File: config.mk
export PLATFORM = sky130hd
export DESIGN_NAME = distance_bcd_formatter
export DESIGN_NICKNAME = d
export VERILOG_FILES = /design/src/rtl/distance_pkg.sv /design/src/rtl/bin2bcd_seq.sv /design/src/rtl/distance_bcd_formatter.sv
export SDC_FILE = /design/constraint.sdc
export NUM_CORES = 1
export LEC_CHECK = 0
export ABC_AREA = 1
export BUFFER_PORTS_ARGS = -buffer_cell sky130_fd_sc_hd__clkbuf_2
export CAP_MARGIN = 20
export CORE_MARGIN = 2
export CORE_UTILIZATION = 50
export CTS_BUF_LIST = sky130_fd_sc_hd__clkbuf_8
export CTS_CLUSTER_DIAMETER = 120
export CTS_CLUSTER_SIZE = 30
export DETAILED_ROUTE_END_ITERATION = 8
export GPL_TIMING_DRIVEN = 0
export PLACE_DENSITY = 0.81
export SKIP_CTS_REPAIR_TIMING = 1
export SYNTH_ARGS = -nofsm -noshare
export SYNTH_HDL_FRONTEND = slang
export SYNTH_HIERARCHICAL = 1
export SYNTH_SLANG_ARGS = --single-unit
File: constraint.sdc
create_clock -name clk -period 1.8 [get_ports clk]
set_input_delay 0.18 -clock clk [delete_from_list [all_inputs] [get_ports clk]]
set_output_delay 0.18 -clock clk [all_outputs]
set_load 0.1 [all_outputs]
File: src/rtl/distance_pkg.sv
// Shared constants, FSM encoding and BCD nibble-adjust helper for the distance formatter.
// No logic of its own; imported by distance_bcd_formatter and bin2bcd_seq.
// Flow control: not applicable.
package distance_pkg;

    localparam int DIST_W     = 12;
    localparam int BIN_W      = 12;
    localparam int BCD_DIGITS = 4;
    localparam int BCD_W      = 4 * BCD_DIGITS;

    typedef enum logic [1:0] {
        IDLE,
        LOAD,
        SHIFT,
        DONE
    } state_t;

    function automatic logic [BCD_W-1:0] bcd_adjust(input logic [BCD_W-1:0] bcd);
        logic [BCD_W-1:0] res;
        res = bcd;
        for (int i = 0; i < BCD_DIGITS; i++) begin
            if (res[4*i +: 4] >= 4'd5) begin
                res[4*i +: 4] = res[4*i +: 4] + 4'd3;
            end
        end
        return res;
    endfunction

endpackage

File: src/rtl/bin2bcd_seq.sv
// Sequential double-dabble converter: 12-bit binary to four BCD digits, one bit per cycle.
// Latency: start cycle loads, then 12 shift cycles; done flags the last shift with bcd_out valid that cycle.
// Backpressure: none; a new start simply reloads the shift register.
module bin2bcd_seq
    import distance_pkg::*;
(
    input  logic               clk,
    input  logic               rst,
    input  logic               start,
    input  logic [BIN_W-1:0]   bin_in,
    output logic [BCD_W-1:0]   bcd_out,
    output logic               done
);

    logic [BCD_W+BIN_W-1:0] sh_q;
    logic [BCD_W+BIN_W-1:0] sh_next;
    logic [3:0]             cnt_q;

    always_comb begin
        sh_next = {bcd_adjust(sh_q[BCD_W+BIN_W-1:BIN_W]), sh_q[BIN_W-1:0]} << 1;
    end

    always_ff @(posedge clk) begin
        if (rst) begin
            sh_q  <= '0;
            cnt_q <= '0;
        end else if (start) begin
            sh_q  <= {{BCD_W{1'b0}}, bin_in};
            cnt_q <= 4'(BIN_W);
        end else if (cnt_q != 4'd0) begin
            sh_q  <= sh_next;
            cnt_q <= cnt_q - 4'd1;
        end
    end

    // Result is taken from the step being committed, so the caller can latch it on the final edge.
    assign bcd_out = sh_next[BCD_W+BIN_W-1:BIN_W];
    assign done    = (cnt_q == 4'd1);

endmodule

File: src/rtl/distance_bcd_formatter.sv
// Converts ranging distance samples to 4-digit BCD; optional 4-sample moving average under DIST_AVG_EN.
// Latency: fixed 14 cycles from accepting edge to the bcd_valid cycle.
// Backpressure: none; samples arriving while busy are dropped and counted in drop_cnt (saturating).
module distance_bcd_formatter
    import distance_pkg::*;
#(
    parameter int DIST_W   = distance_pkg::DIST_W,
    parameter int AVG_LOG2 = 2
) (
    input  logic              clk,
    input  logic              rst,
    input  logic [DIST_W-1:0] dist_in,
    input  logic              dist_valid,
    output logic [15:0]       bcd_out,
    output logic              bcd_valid,
    output logic              busy,
    output logic [7:0]        drop_cnt
);

    state_t             state_q;
    state_t             state_d;
    logic               accept;
    logic               drop;
    logic               show;
    logic               conv_start;
    logic               conv_done;
    logic [BIN_W-1:0]   conv_in;
    logic [BCD_W-1:0]   conv_bcd;
    logic [BIN_W-1:0]   din_ext;
    logic [15:0]        bcd_q;
    logic [7:0]         drop_q;

    assign din_ext = BIN_W'(dist_in);
    assign accept  = (state_q == IDLE) && dist_valid;
    assign drop    = (state_q != IDLE) && dist_valid;

    always_ff @(posedge clk) begin
        if (rst) begin
            state_q <= IDLE;
        end else begin
            state_q <= state_d;
        end
    end

    always_comb begin
        state_d = state_q;
        case (state_q)
            IDLE:    if (dist_valid) state_d = LOAD;
            LOAD:    state_d = SHIFT;
            SHIFT:   if (conv_done) state_d = DONE;
            DONE:    state_d = IDLE;
            default: state_d = IDLE;
        endcase
    end

    always_comb begin
        busy       = (state_q != IDLE);
        conv_start = (state_q == LOAD);
        bcd_valid  = (state_q == DONE) && show;
    end

`ifdef DIST_AVG_EN
    localparam int AVG_DEPTH = 1 << AVG_LOG2;
    localparam int SUM_W     = BIN_W + AVG_LOG2;
    localparam int FILL_W    = $clog2(AVG_DEPTH + 1);

    logic [BIN_W-1:0]  win_q [AVG_DEPTH];
    logic [FILL_W-1:0] fill_q;
    logic [SUM_W-1:0]  win_sum;

    always_ff @(posedge clk) begin
        if (rst) begin
            for (int i = 0; i < AVG_DEPTH; i++) win_q[i] <= '0;
            fill_q <= '0;
        end else if (accept) begin
            win_q[0] <= din_ext;
            for (int i = 1; i < AVG_DEPTH; i++) win_q[i] <= win_q[i-1];
            if (fill_q != FILL_W'(AVG_DEPTH)) fill_q <= fill_q + 1'b1;
        end
    end

    // Window already holds the new sample during LOAD; the converter registers this average.
    always_comb begin
        win_sum = '0;
        for (int i = 0; i < AVG_DEPTH; i++) win_sum = win_sum + SUM_W'(win_q[i]);
    end

    assign conv_in = BIN_W'(win_sum >> AVG_LOG2);
    assign show    = (fill_q == FILL_W'(AVG_DEPTH));
`else
    logic [BIN_W-1:0] sample_q;

    always_ff @(posedge clk) begin
        if (rst) begin
            sample_q <= '0;
        end else if (accept) begin
            sample_q <= din_ext;
        end
    end

    assign conv_in = sample_q;
    assign show    = 1'b1;
`endif

    bin2bcd_seq u_bin2bcd (
        .clk     (clk),
        .rst     (rst),
        .start   (conv_start),
        .bin_in  (conv_in),
        .bcd_out (conv_bcd),
        .done    (conv_done)
    );

    always_ff @(posedge clk) begin
        if (rst) begin
            bcd_q <= 16'h0000;
        end else if ((state_q == SHIFT) && conv_done && show) begin
            bcd_q <= conv_bcd;
        end
    end

    always_ff @(posedge clk) begin
        if (rst) begin
            drop_q <= 8'd0;
        end else if (drop && (drop_q != 8'hFF)) begin
            drop_q <= drop_q + 8'd1;
        end
    end

    assign bcd_out  = bcd_q;
    assign drop_cnt = drop_q;

endmodule
==> results.md, run 1 <==
Timing:
- In the post-route analysis, the smallest setup slack over all paths is 0.131 ns.
- The final count of hold timing violations is 0.
- At the pin with the least slew margin, the transition time is 0.542 ns.
- Headroom to the max-slew limit came out at 0.640.
- Summed over all failing endpoints, the final setup total negative slack is 0 ns.
- Clock skew on the completed layout was measured at 0.0111 ns.
- The number of pins with negative max-slew slack in the final report is 0.
- The count of endpoints failing setup in the final report is 0.
- The final period demand of the worst path is 1.67 ns.
- The final worst-path cycle share is 0.927.
- Setup repair after global routing left no endpoint under its margin.
- Derived from the worst setup path, the maximum achievable clock frequency is 599 MHz.

Clock network:
- The total CTS buffers is 9.
- TritonCTS built the clock tree.
- For this design, the sink count on the clock tree is 70.
- The clock transition at the registers of the reported paths is 0.08 ns.
- The clock root buffer is clkbuf_8.
- The clock network latency to the later pin of the worst-skew pair is 0.35 ns.
- The longest clock path from root to sink contains 2 buffers.
- The H-tree was split into 3 levels.

Floorplanning:
- The chip width is 87.6 um.
- The area of the placeable core is 6790 um^2.
- The area of the die is 7670 um^2.
- The chip height is 87.6 um.
- The floorplan has 30 rows.
- 41 I/O pins were placed.
- For this configuration, the core starts out at a cell density of 0.514.

Synthesis:
- nand2_1 is the most common cell in the netlist.
- The cell area after synthesis is 3490 um^2.
- In the post-synthesis netlist, the biggest area contributors are dfxtp_1, nand2_1, o21ai_0, nor2_1, inv_1.
- Synthesis instantiated 26 different standard cells from the library.
- The number of nets in the synthesized netlist is 541.
- The largest total area in the synthesized netlist belongs to dfxtp_1.
- Dividing the synthesized area by the synthesized cell count gives 6.83 um^2.
- The cell count after synthesis is 511.
- The prevailing post-synth register cell is dfxtp_1.
- By count the netlist is led by nand2_1, nor2_1, inv_1, dfxtp_1, o21ai_0.
- Counting flops with a built-in enable in the synthesized netlist gives 0.
- The share of synthesized area in the top cell type comes to 0.401.
- Synthesis inferred 70 register bits.
- After synthesis, the share of flip-flops with an asynchronous set or reset is 0.
- For this run, the number of Yosys warnings is 6.
- The proportion of synthesized chip area in sequential cells is 0.401.

Global route:
- The first global-routing pass estimated 12.8 mm of wire.
- For this run, the total global-route usage over all layers was measured as 0.209.
- In the global route stage, met2 resource usage came out at 0.368.
- In this run the most used layer during global routing was met2.
- The met1 routing resource usage after global routing is 0.248.
- The number of global-route vias before repair came to 3,000.
- The number of antenna violations at the first check in global routing was 0.
- The remaining global-route overflow is 0.
- The met3 global-route usage is 0.0547.
- Entering global routing, the biggest net connects 13 pins.

Layout:
- The share of layout cells above drive strength 1 is 0.160.
- The final antenna diode count is 0.
- The area growth from synthesis to layout is 15.3%.
- The layout net count is 592.

Pwr:
- The cell-internal power is 3440 uW.
- The combinational share of power is 0.464.
- Summed over all nets, the switching power comes to 2910 uW.
- The sequential share of power is 0.334.
- The relative contribution of the clock network to total power is 0.202.
- The ratio of total power to cell area is 1580 nW/um^2.
- The reported leakage power is 0.00195 uW.
- The switching portion of total power is 0.459.
- The worst supply voltage drop on vdd is 539 uV.

Setup path:
- The cell family contributing the most delay on the critical path is buffers and inverters.
- At the worst endpoint, the arrival time is 1.49 ns.
- The count of buffer and inverter cells on the critical path is 3.
- Walking the worst path, the cells encountered are inv_1, ha_1, inv_2, clkbuf_4.
- The maximum cell stage delay along the critical path is 0.37 ns.
- The startpoint class of the critical path is a register.
- Setup slack on the worst reg-to-reg path comes out at 0.19 ns.
- The worst-path maximum fanout is 3.
- The class of the most critical setup path is register to primary output.
- The worst setup path is captured at a primary output.
- The slowest cell on the critical path is dfxtp_1.
- The worst endpoint required time is 1.62 ns.

Routing:
- The count of antenna-violating nets left after detailed routing is 0.
- The initial DRC count is 157.
- The routed design has 7.51 mm of wire.
- Across all layers, the routed design uses 3,307 vias.
- Dividing the detail-routed via count by the number of cells gives 4.99.
- The first detailed-routing pass ran for 5 iterations.
- The average wire per cell in the routed design is 11.3 um.
- The DRC violation count after routing is 0.

Placed design:
- During placement, the flow inserted port buffers numbering 40.
- The placed wire-length estimate after detailed placement is 5.47 mm.
- The setup slack after placement is 0.0172 ns.
- The congestion estimate from routability-driven global placement came to 0.887.

Outcome:
- The run finished with clean final reports.

Hold path:
- The worst hold path belongs to the class input pin to register.

Job:
- The count of max-cap constraint violations is 0.
## tightest hold or removal path: stages
cell and delay [ns]:
clkbuf_2 0.07, o21ai_1 0.06, nor2_1 0.07
## layout by cell type, fill, tap and decap left out, types with 2 or more instances in the layout
| cell type | synthesis | layout |
|---|---|---|
| nor2_1 | 77 | 76 |
| o21ai_1 | 15 | 15 |
| nand3b_1 | 3 | 3 |
| o21ai_0 | 62 | 62 |
| dfxtp_2 | 0 | 2 |
| inv_1 | 75 | 75 |
| nor2_2 | 4 | 5 |
| clkinv_2 | 0 | 3 |
| nand3_1 | 27 | 27 |
| clkbuf_8 | 0 | 10 |
| a21oi_1 | 26 | 26 |
| nand2_2 | 3 | 4 |
| clkbuf_1 | 6 | 6 |
| buf_6 | 3 | 3 |
| buf_2 | 5 | 5 |
| inv_2 | 5 | 5 |
| nand4_1 | 10 | 10 |
| ha_1 | 15 | 15 |
| buf_4 | 4 | 4 |
| clkbuf_2 | 3 | 42 |
| nand2_1 | 90 | 89 |
| dfxtp_1 | 70 | 68 |
| nor3_1 | 2 | 2 |
## sequential cells by signal (all words and copies together) (netlist names)
signal	flops
drop_cnt	8
conv_in	12
bcd_out	16
u_bin2bcd/cnt_q	4
state_q	2
u_bin2bcd/sh_q	28
## metal layers
layer / vias up / wire (um)
met3: 8 / 352
met2: 86 / 3750
met5: - / 0
met1: 1489 / 3340
met4: 0 / 57
li1: 1724 / -
## worst paths after layout
path                                                     start                             end  depth (start not counted)
worst max-delay path                   state_q[0]$_SDFFE_PP0P_                            busy                          4
worst min-delay path                               dist_in[10]        conv_in[10]$_SDFFE_PP0P_                          3
worst max register to register         state_q[1]$_SDFFE_PP0P_  u_bin2bcd/sh_q[1]$_SDFFE_PP0P_                          7
worst min register to register  u_bin2bcd/sh_q[0]$_SDFFE_PP0P_  u_bin2bcd/sh_q[0]$_SDFFE_PP0P_                          2
## stage by stage
| step | area, um^2 | hold WS (ns) | std cells | utilization | total power [uW] |
|---|---|---|---|---|---|
| finish | 4030 | 0.0611 | 663 | 0.593 | 6350 |
| global route | 4030 | 0.0595 | 663 | 0.593 | 6840 |
| CTS | 4010 | 0.0506 | 663 | 0.591 | 6350 |
| detailed placement | 3810 | 0.424 | 647 | 0.562 | 5050 |
| global placement | 3810 | 0.415 | 647 | 0.562 | 4940 |
| floorplan | 3490 | 0.242 | 511 | - | 4450 |
## logic make-up after synthesis
kind of cell	synth area share
AND/OR/NAND/NOR	0.269
AO/OA/AOI/OAI	0.154
buffers and inverters	0.122
flip-flops	0.401
adder cells (fa/ha/maj)	0.0537
## power by group through the flow
stage	logic (uW)	registers, uW	clock network [uW]
global placement	2810	2130	0
detailed placement	2910	2150	0
global route	3310	2170	1370
finish	2950	2120	1280
floorplan	1970	2480	0
CTS	2930	2110	1320
## area by class of cell
cell class | count | area, um^2
Fill cell | 649 | 2770
Multi-Input combinational cell | 340 | 1670
Inverter | 80 | 300
Clock inverter | 6 | 61.3
Tap cell | 96 | 120
Buffer | 21 | 126
Clock buffer | 10 | 138
Timing Repair Buffer | 40 | 203
Sequential cell | 70 | 1400
(Power assumes the default switching activity.)
==> inputs of run 2 (changes only) <==
--- a/config.mk
+++ b/config.mk
@@ -11,12 +11,12 @@
 export CORE_MARGIN = 2
 export CORE_UTILIZATION = 50
 export CTS_BUF_LIST = sky130_fd_sc_hd__clkbuf_8
-export CTS_CLUSTER_DIAMETER = 120
 export CTS_CLUSTER_SIZE = 30
 export DETAILED_ROUTE_END_ITERATION = 8
-export GPL_TIMING_DRIVEN = 0
+export GPL_TIMING_DRIVEN = 1
 export PLACE_DENSITY = 0.81
 export SKIP_CTS_REPAIR_TIMING = 1
+export SKIP_LAST_GASP = 1
 export SYNTH_ARGS = -nofsm -noshare
 export SYNTH_HDL_FRONTEND = slang
 export SYNTH_HIERARCHICAL = 1
==> run 2 against run 1 <==
  * Clock skew up 0.0021 ns
  * Non-clock buffer count decreased by 14
  * Worst setup slack improved by 0.019 ns
  * Hold slack improved by 0.0022 ns
  * Critical path depth grew 4
  * Clock-buffer cell count stayed put
  * Maximum frequency grew 1.1%
  * Utilization shrank 0.85 points
  * First-iteration DRC count fell by 8.3%
  * Largest cell class unchanged
==> results.md, run 2 (same netlist as run 1, synthesis figures left out) <==
Floorplanning:
- The area of the die is 7670 um^2 (unchanged).
- The number of ports placed on the die boundary is 41 (unchanged).
- The chip width is 87.6 um (unchanged).
- The chip height is 87.6 um (unchanged).
- The initial core utilization came to 0.514 (unchanged).
- The number of core rows is 30 (unchanged).
- The area of the placeable core is 6790 um^2 (unchanged).

Global route:
- The wire length of the first global-routing pass is 12.0 mm (was 12.8 mm).
- The remaining global-route overflow was 0 (unchanged).
- The number of antenna violations at the first check in global routing is 0 (unchanged).
- The number of global-route vias before repair is 2,938 (was 3,000).
- The aggregate global-route resource usage is 0.193 (was 0.209).
- The maximum number of pins on one net before global-route repair is 39 (was 13).

Layout:
- The most flop-heavy register is u_bin2bcd/sh_q (unchanged).
- The share of layout cells above drive strength 1 is 0.146 (was 0.160).
- The synthesis-to-layout area growth is 13.7% (was 15.3%).
- The final antenna diode count is 0 (unchanged).
- The flip-flop count of the largest register after layout is 28 (unchanged).
- Most used cells in the layout excluding fill and tap cells: nand2_1, nor2_1, inv_1 (unchanged).
- The layout net count is 578 (was 592).
- The commonest non-fill, non-tap cell in the layout is nand2_1 (unchanged).

Clock network:
- The clock tree buffer depth is 2 (unchanged).
- The H-tree depth reported by CTS is 3 (unchanged).
- The clock transition at the registers of the reported paths came to 0.08 ns (about the same).
- The total CTS buffers is 9 (unchanged).
- The clock network latency to the later pin of the worst-skew pair is 0.34 ns (was 0.35 ns).
- The clock root buffer was clkbuf_8 (unchanged).
- The clock tree from TritonCTS is done (unchanged).
- The clock sink count is 70 (unchanged).

Timing:
- The fmax is 606 MHz (was 599 MHz).
- The transition time at the pin with the least slew margin is 0.551 ns (was 0.542 ns).
- The worst setup slack after layout was 0.150 ns (was 0.131 ns).
- The final total negative setup slack was 0 ns (unchanged).
- The worst hold margin is 0.0633 ns (was 0.0611 ns).
- The final period demand of the worst path is 1.65 ns (was 1.67 ns).
- The count of endpoints failing setup in the final report is 0 (unchanged).
- The final worst-path cycle share is 0.917 (was 0.927).
- The worst relative slew slack came to 0.634 (was 0.640).
- RSZ-0062 raised after global routing: no (unchanged).
- The final count of hold timing violations was 0 (unchanged).
- The number of pins with negative max-slew slack in the final report is 0 (unchanged).
- The worst setup skew after layout is 0.0132 ns (was 0.0111 ns).

Setup path:
- The startpoint of the worst register-to-register path was u_bin2bcd/cnt_q[0]$_SDFFE_PP0P_ (was state_q[1]$_SDFFE_PP0P_).
- The slowest cell on the critical path is dfxtp_1 (unchanged).
- Series of cell instances along the critical path: inv_1, ha_1, nand2_2, buf_4, o21ai_0, inv_1, nand2_1, inv_1 (was inv_1, ha_1, inv_2, clkbuf_4).
- The startpoint class of the critical path was a register (unchanged).
- The nature of the critical path endpoint is a register (was primary output).
- The worst-path maximum fanout is 18 (was 3).
- The class of the most critical setup path is register to register (was register to primary output).
- The maximum cell stage delay along the critical path is 0.34 ns (was 0.37 ns).
- The kind of cell adding the most delay to the critical path is buffers and inverters (unchanged).
- The setup slack of the worst register-to-register path is 0.15 ns (was 0.19 ns).
- The cell with the most instances on the worst path is inv_1.
- The count of buffer and inverter cells on the critical path came to 4 (was 3).
- The beginning of the critical path was u_bin2bcd/cnt_q[0]$_SDFFE_PP0P_ (was state_q[0]$_SDFFE_PP0P_).
- The worst endpoint required time is 2.04 ns (was 1.62 ns).
- The critical path data arrival time came to 1.89 ns (was 1.49 ns).

Pwr:
- The relative contribution of the clock network to total power is 0.208 (was 0.202).
- The reported leakage power came to 0.00190 uW (was 0.00195 uW).
- The sequential share of power is 0.339 (was 0.334).
- The net switching power figure was 2870 uW (was 2910 uW).
- The overall power is 6270 uW (was 6350 uW).
- The worst supply voltage drop on vdd is 565 uV (was 539 uV).
- The switching portion of total power is 0.458 (was 0.459).
- The combinational share of power is 0.452 (was 0.464).
- The cell-internal power came to 3400 uW (was 3440 uW).
- The ratio of total power to cell area is 1580 nW/um^2 (about the same).

Placed design:
- The final weighted congestion of routability-driven global placement is 0.891 (was 0.887).
- The setup slack after placement is 0.177 ns (was 0.0172 ns).
- The placed wire-length estimate after detailed placement came to 5.02 mm (was 5.47 mm).
- The number of buffers added on ports came to 40 (unchanged).

Routing:
- The first-pass iteration count of the detailed router is 5 (unchanged).
- The average vias per placed instance was 4.99 (about the same).
- The initial DRC count was 144 (was 157).
- The count of antenna-violating nets left after detailed routing is 0 (unchanged).
- The total vias in the final route is 3,241 (was 3,307).
- The DRC violation count after routing is 0 (unchanged).
- The total routed wirelength came to 7.16 mm (was 7.51 mm).
- The average wire per cell in the routed design was 11.0 um (was 11.3 um).

Job:
- The count of max-cap constraint violations was 0 (unchanged).

Hold path:
- The path class of the lowest-slack min-delay path is input pin to register (unchanged).
- The start point of the worst hold path is dist_in[4] (was dist_in[10]).

Outcome:
- Result of the run: complete, no violations (unchanged).
==> run 2: path summary, 6_finish.rpt <==
| kind | to | cells after the start |
|---|---|---|
| worst max-delay path | u_bin2bcd/sh_q[25]$_SDFFE_PP0P_ | 8 |
| worst min-delay path | conv_in[4]$_SDFFE_PP0P_ | 3 |
| worst max register to register | u_bin2bcd/sh_q[25]$_SDFFE_PP0P_ | 8 |
| worst min register to register | u_bin2bcd/sh_q[7]$_SDFFE_PP0P_ | 2 |
==> run 2: metrics by stage <==
step / area, um^2 / cells / util
2_1_floorplan: 3490 / 511 / -
3_3_place_gp: 3760 / 633 / 0.553
3_5_place_dp: 3760 / 633 / 0.553
4_1_cts: 3960 / 649 / 0.583
5_1_grt: 3970 / 649 / 0.584
6_report: 3970 / 649 / 0.584
==> run 2: layout make-up <==
| cell class | instances | area (um^2) |
|---|---|---|
| clock buffer | 10 | 138 |
| clock inverter | 6 | 70.1 |
| fill | 620 | 2830 |
| inverter | 80 | 300 |
| multi-input combinational | 340 | 1670 |
| sequential | 70 | 1400 |
| tap | 96 | 120 |
| timing repair buffer | 47 | 268 |
==> run 2: metal layers <==
metal / GRT usage / vias to the layer above / wire (um) / part of all wire
met5: 0 / - / 0 / 0
li1: - / 1692 / - / -
met1: 0.223 / 1471 / 3360 / 0.47
met3: 0.0500 / 8 / 251 / 0.035
met4: 0.0797 / 0 / 93 / 0.013
met2: 0.339 / 70 / 3450 / 0.48
==> run 2: power groups by stage <==
stage                     Clock (uW)  Combinational (uW)  Sequential [uW]
after detailed placement           0                2800             2150
after floorplan                    0                1970             2480
after CTS                       1320                2830             2120
after global placement             0                2690             2130
final                           1310                2830             2120
after global routing            1410                3170             2160
==> run 2: worst reg2reg max path, cell delays in order, from the launching register on <==
cell     delay, ns
dfxtp_1       0.34
inv_1         0.10
ha_1          0.23
nand2_2       0.22
buf_4         0.27
o21ai_0       0.20
inv_1         0.08
nand2_1       0.08
inv_1         0.04
==> inputs of run 3 (changes only) <==
--- a/config.mk
+++ b/config.mk
@@ -5,9 +5,7 @@
 export SDC_FILE = /design/constraint.sdc
 export NUM_CORES = 1
 export LEC_CHECK = 0
-export ABC_AREA = 1
 export BUFFER_PORTS_ARGS = -buffer_cell sky130_fd_sc_hd__clkbuf_2
-export CAP_MARGIN = 20
 export CORE_MARGIN = 2
 export CORE_UTILIZATION = 50
 export CTS_BUF_LIST = sky130_fd_sc_hd__clkbuf_8
==> run 3 against run 2 <==
  * Sequential power about the same
  * Register-to-register slack got worse by 0.05 ns
  * Wire length shrank 11%
  * First-iteration DRC count rose by 4.9%
  * Utilization increased by 1.7 points
  * Non-clock buffer count rose by 3
  * Hold slack worse by 0.017 ns
  * Critical path depth down 1
  * Design area fell by 4.9%
  * Worst setup slack lost 0.054 ns
==> results.md, run 3 <==
Outcome:
- Result of the run: complete, no violations (unchanged).

Clock network:
- The clock tree from TritonCTS is done (unchanged).
- The H-tree depth reported by CTS is 3 (unchanged).
- The clock tree buffer depth is 2 (unchanged).
- The clock transition at the registers of the reported paths is 0.08 ns (about the same).
- The total CTS buffers is 9 (unchanged).
- The clock root buffer was clkbuf_8 (unchanged).
- The clock sink count is 70 (unchanged).
- The clock network latency to the later pin of the worst-skew pair is 0.34 ns (about the same).

Floorplanning:
- The initial core utilization is 0.512 (was 0.514).
- The number of core rows was 29 (was 30).
- The area of the die is 7090 um^2 (was 7670 um^2).
- The number of ports placed on the die boundary is 41 (unchanged).
- The chip width is 84.2 um (was 87.6 um).
- The chip height is 84.2 um (was 87.6 um).
- The area of the placeable core came to 6280 um^2 (was 6790 um^2).

Setup path:
- The nature of the critical path endpoint is a register (unchanged).
- The startpoint class of the critical path was a register (unchanged).
- The startpoint of the worst register-to-register path is u_bin2bcd/cnt_q[1]$_SDFFE_PP0P_ (was u_bin2bcd/cnt_q[0]$_SDFFE_PP0P_).
- The class of the most critical setup path was register to register (unchanged).
- Series of cell instances along the critical path: inv_1, ha_4, nor3b_4, buf_6, mux2_2, mux2i_1, nor2_1 (was inv_1, ha_1, nand2_2, buf_4, o21ai_0, inv_1, nand2_1, inv_1).
- The worst-path maximum fanout is 6 (was 18).
- The path depth of the worst reg2reg path came to 7 (was 8).
- The maximum cell stage delay along the critical path is 0.33 ns (was 0.34 ns).
- The beginning of the critical path is u_bin2bcd/cnt_q[1]$_SDFFE_PP0P_ (was u_bin2bcd/cnt_q[0]$_SDFFE_PP0P_).
- The worst endpoint required time is 2.01 ns (was 2.04 ns).
- The slowest cell on the critical path is dfxtp_1 (unchanged).
- The critical path data arrival time is 1.91 ns (was 1.89 ns).

Global route:
- The number of antenna violations at the first check in global routing is 0 (unchanged).
- The wire length of the first global-routing pass is 11.1 mm (was 12.0 mm).
- The remaining global-route overflow is 0 (unchanged).
- The aggregate global-route resource usage was 0.190 (was 0.193).
- The maximum number of pins on one net before global-route repair is 53 (was 39).
- The number of global-route vias before repair is 2,465 (was 2,938).

Pwr:
- The combinational share of power came to 0.407 (was 0.452).
- The switching portion of total power came to 0.386 (was 0.458).
- The cell-internal power is 3760 uW (was 3400 uW).
- The worst supply voltage drop on vdd is 1590 uV (was 565 uV).
- The reported leakage power is 0.00158 uW (was 0.00190 uW).
- The relative contribution of the clock network to total power was 0.250 (was 0.208).
- The net switching power figure is 2370 uW (was 2870 uW).
- The sequential share of power was 0.343 (was 0.339).
- The ratio of total power to cell area is 1620 nW/um^2 (was 1580 nW/um^2).

Synthesis:
- The post-synthesis async set-or-reset flop share came to 0 (unchanged).
- The cell area after synthesis is 3220 um^2 (was 3490 um^2).
- The largest family of logic cells by synthesized area was simple AND/OR/NAND/NOR gates (unchanged).
- The multiplexer fraction of the synthesized cell area was 0.0926 (was 0).
- The most area-hungry cell type in the Yosys netlist is dfxtp_1 (unchanged).
- The cell count after synthesis is 377 (was 511).
- The most frequent cell after synthesis is nand2_1 (unchanged).
- The arithmetic-cell share of the synthesized area counting full adders, half adders and majority gates is 0.0583 (was 0.0537).
- The number of synthesized flops with an enable pin is 0 (unchanged).
- Top post-synthesis cells by area: dfxtp_1, nand2_1, a21oi_1, ha_1, mux2i_1 (was dfxtp_1, nand2_1, o21ai_0, nor2_1, inv_1).
- The share of the synthesized area in compound gates (AO/OA/AOI/OAI) came to 0.141 (was 0.154).
- The Yosys warning count is 6 (unchanged).
- The top cell type's share of synthesized area is 0.436 (was 0.401).
- The post-synthesis simple-gate area fraction is 0.204 (was 0.269).
- The count of different cell masters after synthesis is 39 (was 26).
- The number of synthesized register bits came to 70 (unchanged).
- Leading post-synthesis cells by instance count: nand2_1, dfxtp_1, a21oi_1, nor2_1, mux2i_1 (was nand2_1, nor2_1, inv_1, dfxtp_1, o21ai_0).
- The proportion of synthesized chip area in sequential cells is 0.436 (was 0.401).
- The mean post-synth cell area was 8.53 um^2 (was 6.83 um^2).
- The number of nets in the synthesized netlist is 407 (was 541).
- The xor and xnor fraction of the mapped netlist area is 0.0163 (was 0).
- The prevailing post-synth register cell is dfxtp_1 (unchanged).

Routing:
- The count of antenna-violating nets left after detailed routing came to 0 (unchanged).
- The total vias in the final route is 2,627 (was 3,241).
- The DRC violation count after routing is 0 (unchanged).
- The initial DRC count is 151 (was 144).
- The average wire per cell in the routed design was 12.8 um (was 11.0 um).
- The total routed wirelength is 6.39 mm (was 7.16 mm).
- The first-pass iteration count of the detailed router is 4 (was 5).
- The average vias per placed instance is 5.26 (was 4.99).

Layout:
- The commonest non-fill, non-tap cell in the layout is nand2_1 (unchanged).
- The final antenna diode count is 0 (unchanged).
- The layout net count is 447 (was 578).
- The number of standard cells in the final layout excluding fillers came to 499 (was 649).
- The flip-flop count of the largest register after layout is 28 (unchanged).
- Most used cells in the layout excluding fill and tap cells: nand2_1, dfxtp_1, a21oi_1 (was nand2_1, nor2_1, inv_1).
- The most flop-heavy register is u_bin2bcd/sh_q (unchanged).
- The share of layout cells above drive strength 1 is 0.239 (was 0.146).
- The final instance area is 3770 um^2 (was 3970 um^2).
- The synthesis-to-layout area growth is 17.3% (was 13.7%).

Placed design:
- The number of buffers added on ports is 40 (unchanged).
- The placed wire-length estimate after detailed placement was 4.38 mm (was 5.02 mm).
- The number of placed instances, taps included is 482 (was 633).
- The area of placed instances was 3500 um^2 (was 3760 um^2).
- The final weighted congestion of routability-driven global placement came to 0.777 (was 0.891).

Timing:
- The final count of hold timing violations is 0 (unchanged).
- The final period demand of the worst path is 1.70 ns (was 1.65 ns).
- The final total negative setup slack is 0 ns (unchanged).
- The number of pins with negative max-slew slack in the final report came to 0 (unchanged).
- The worst setup skew after layout is 0.00732 ns (was 0.0132 ns).
- The count of endpoints failing setup in the final report is 0 (unchanged).
- RSZ-0062 raised after global routing: yes (was no).
- The final worst-path cycle share came to 0.947 (was 0.917).
- The transition time at the pin with the least slew margin came to 0.550 ns (was 0.551 ns).
- The worst relative slew slack is 0.635 (was 0.634).
- The worst hold margin is 0.0463 ns (was 0.0633 ns).
- The fmax is 587 MHz (was 606 MHz).

Job:
- The count of max-cap constraint violations is 0 (unchanged).

Hold path:
- The number of cells on the worst hold path is 3 (unchanged).
- The start point of the worst hold path is dist_in[4] (unchanged).
- The path class of the lowest-slack min-delay path is input pin to register (unchanged).
-- run 3: cell count changes after synthesis, moves of 7 or more --
cell      change
mux2i_1      +17
o21ai_0      -55
nand3_1      -25
nor2_1       -49
nor3_1        +8
nand2_1      -10
nand2b_1      +7
nand4_1       -9
inv_1        -59
a31o_2        +8
a21oi_1      +17
o21ai_1      -15
mux2_2       +10
-- run 3: final timing paths --
check        slack (ns)                        endpoint
max                 0.1  u_bin2bcd/sh_q[7]$_SDFFE_PP0P_
min                0.05         conv_in[4]$_SDFFE_PP0P_
max reg2reg         0.1  u_bin2bcd/sh_q[7]$_SDFFE_PP0P_
min reg2reg        0.45         bcd_out[0]$_SDFFE_PP0P_
-- run 3: metrics by stage --
step | power [uW] | utilization | setup slack (ns)
6_report | 6120 | 0.601 | 0.0954
5_1_grt | 6540 | 0.601 | 0.00373
4_1_cts | 6050 | 0.596 | 0.00204
3_5_place_dp | 4500 | 0.557 | 0.0688
3_3_place_gp | 4400 | 0.557 | 0.153
2_1_floorplan | 4080 | - | 0.0338
-- run 3: cell type report --
class	count	area, um^2
clock buffers	9	124
clock inverters	7	121
fillers	536	2500
inverters	16	63.8
multi-input cells	270	1680
flip-flops and latches	70	1410
well taps	77	96.3
repair buffers	50	282
-- run 3: worst max-delay path: cells and delay by family (launching register included) --
kind | cells | cell delay (ns)
mux | 2 | 0.48
flops | 1 | 0.33
simple gates | 2 | 0.32
buf+inv | 2 | 0.29
fa+ha+maj | 1 | 0.17
-- run 3: cell families after synthesis --
group | count (synthesis)
compound gates | 74
buf+inv | 37
fa+ha+maj | 15
simple gates | 147
mux | 28
xor+xnor | 6
flops | 70
-- run 3: power groups by stage --
stage	clock (uW)	sequential, uW	combinational, uW
4_1_cts	1560	2090	2400
3_3_place_gp	0	2100	2290
2_1_floorplan	0	2190	1890
3_5_place_dp	0	2120	2370
6_report	1530	2100	2490
5_1_grt	1620	2140	2780
-- run 3: layer usage --
| metal | share of wire | global-route usage | wire [um] |
|---|---|---|---|
| met2 | 0.49 | 0.314 | 3150 |
| met4 | 0.012 | 0.0806 | 76 |
| met1 | 0.45 | 0.243 | 2900 |
| met5 | 0 | 0 | 0 |
| met3 | 0.041 | 0.0364 | 264 |
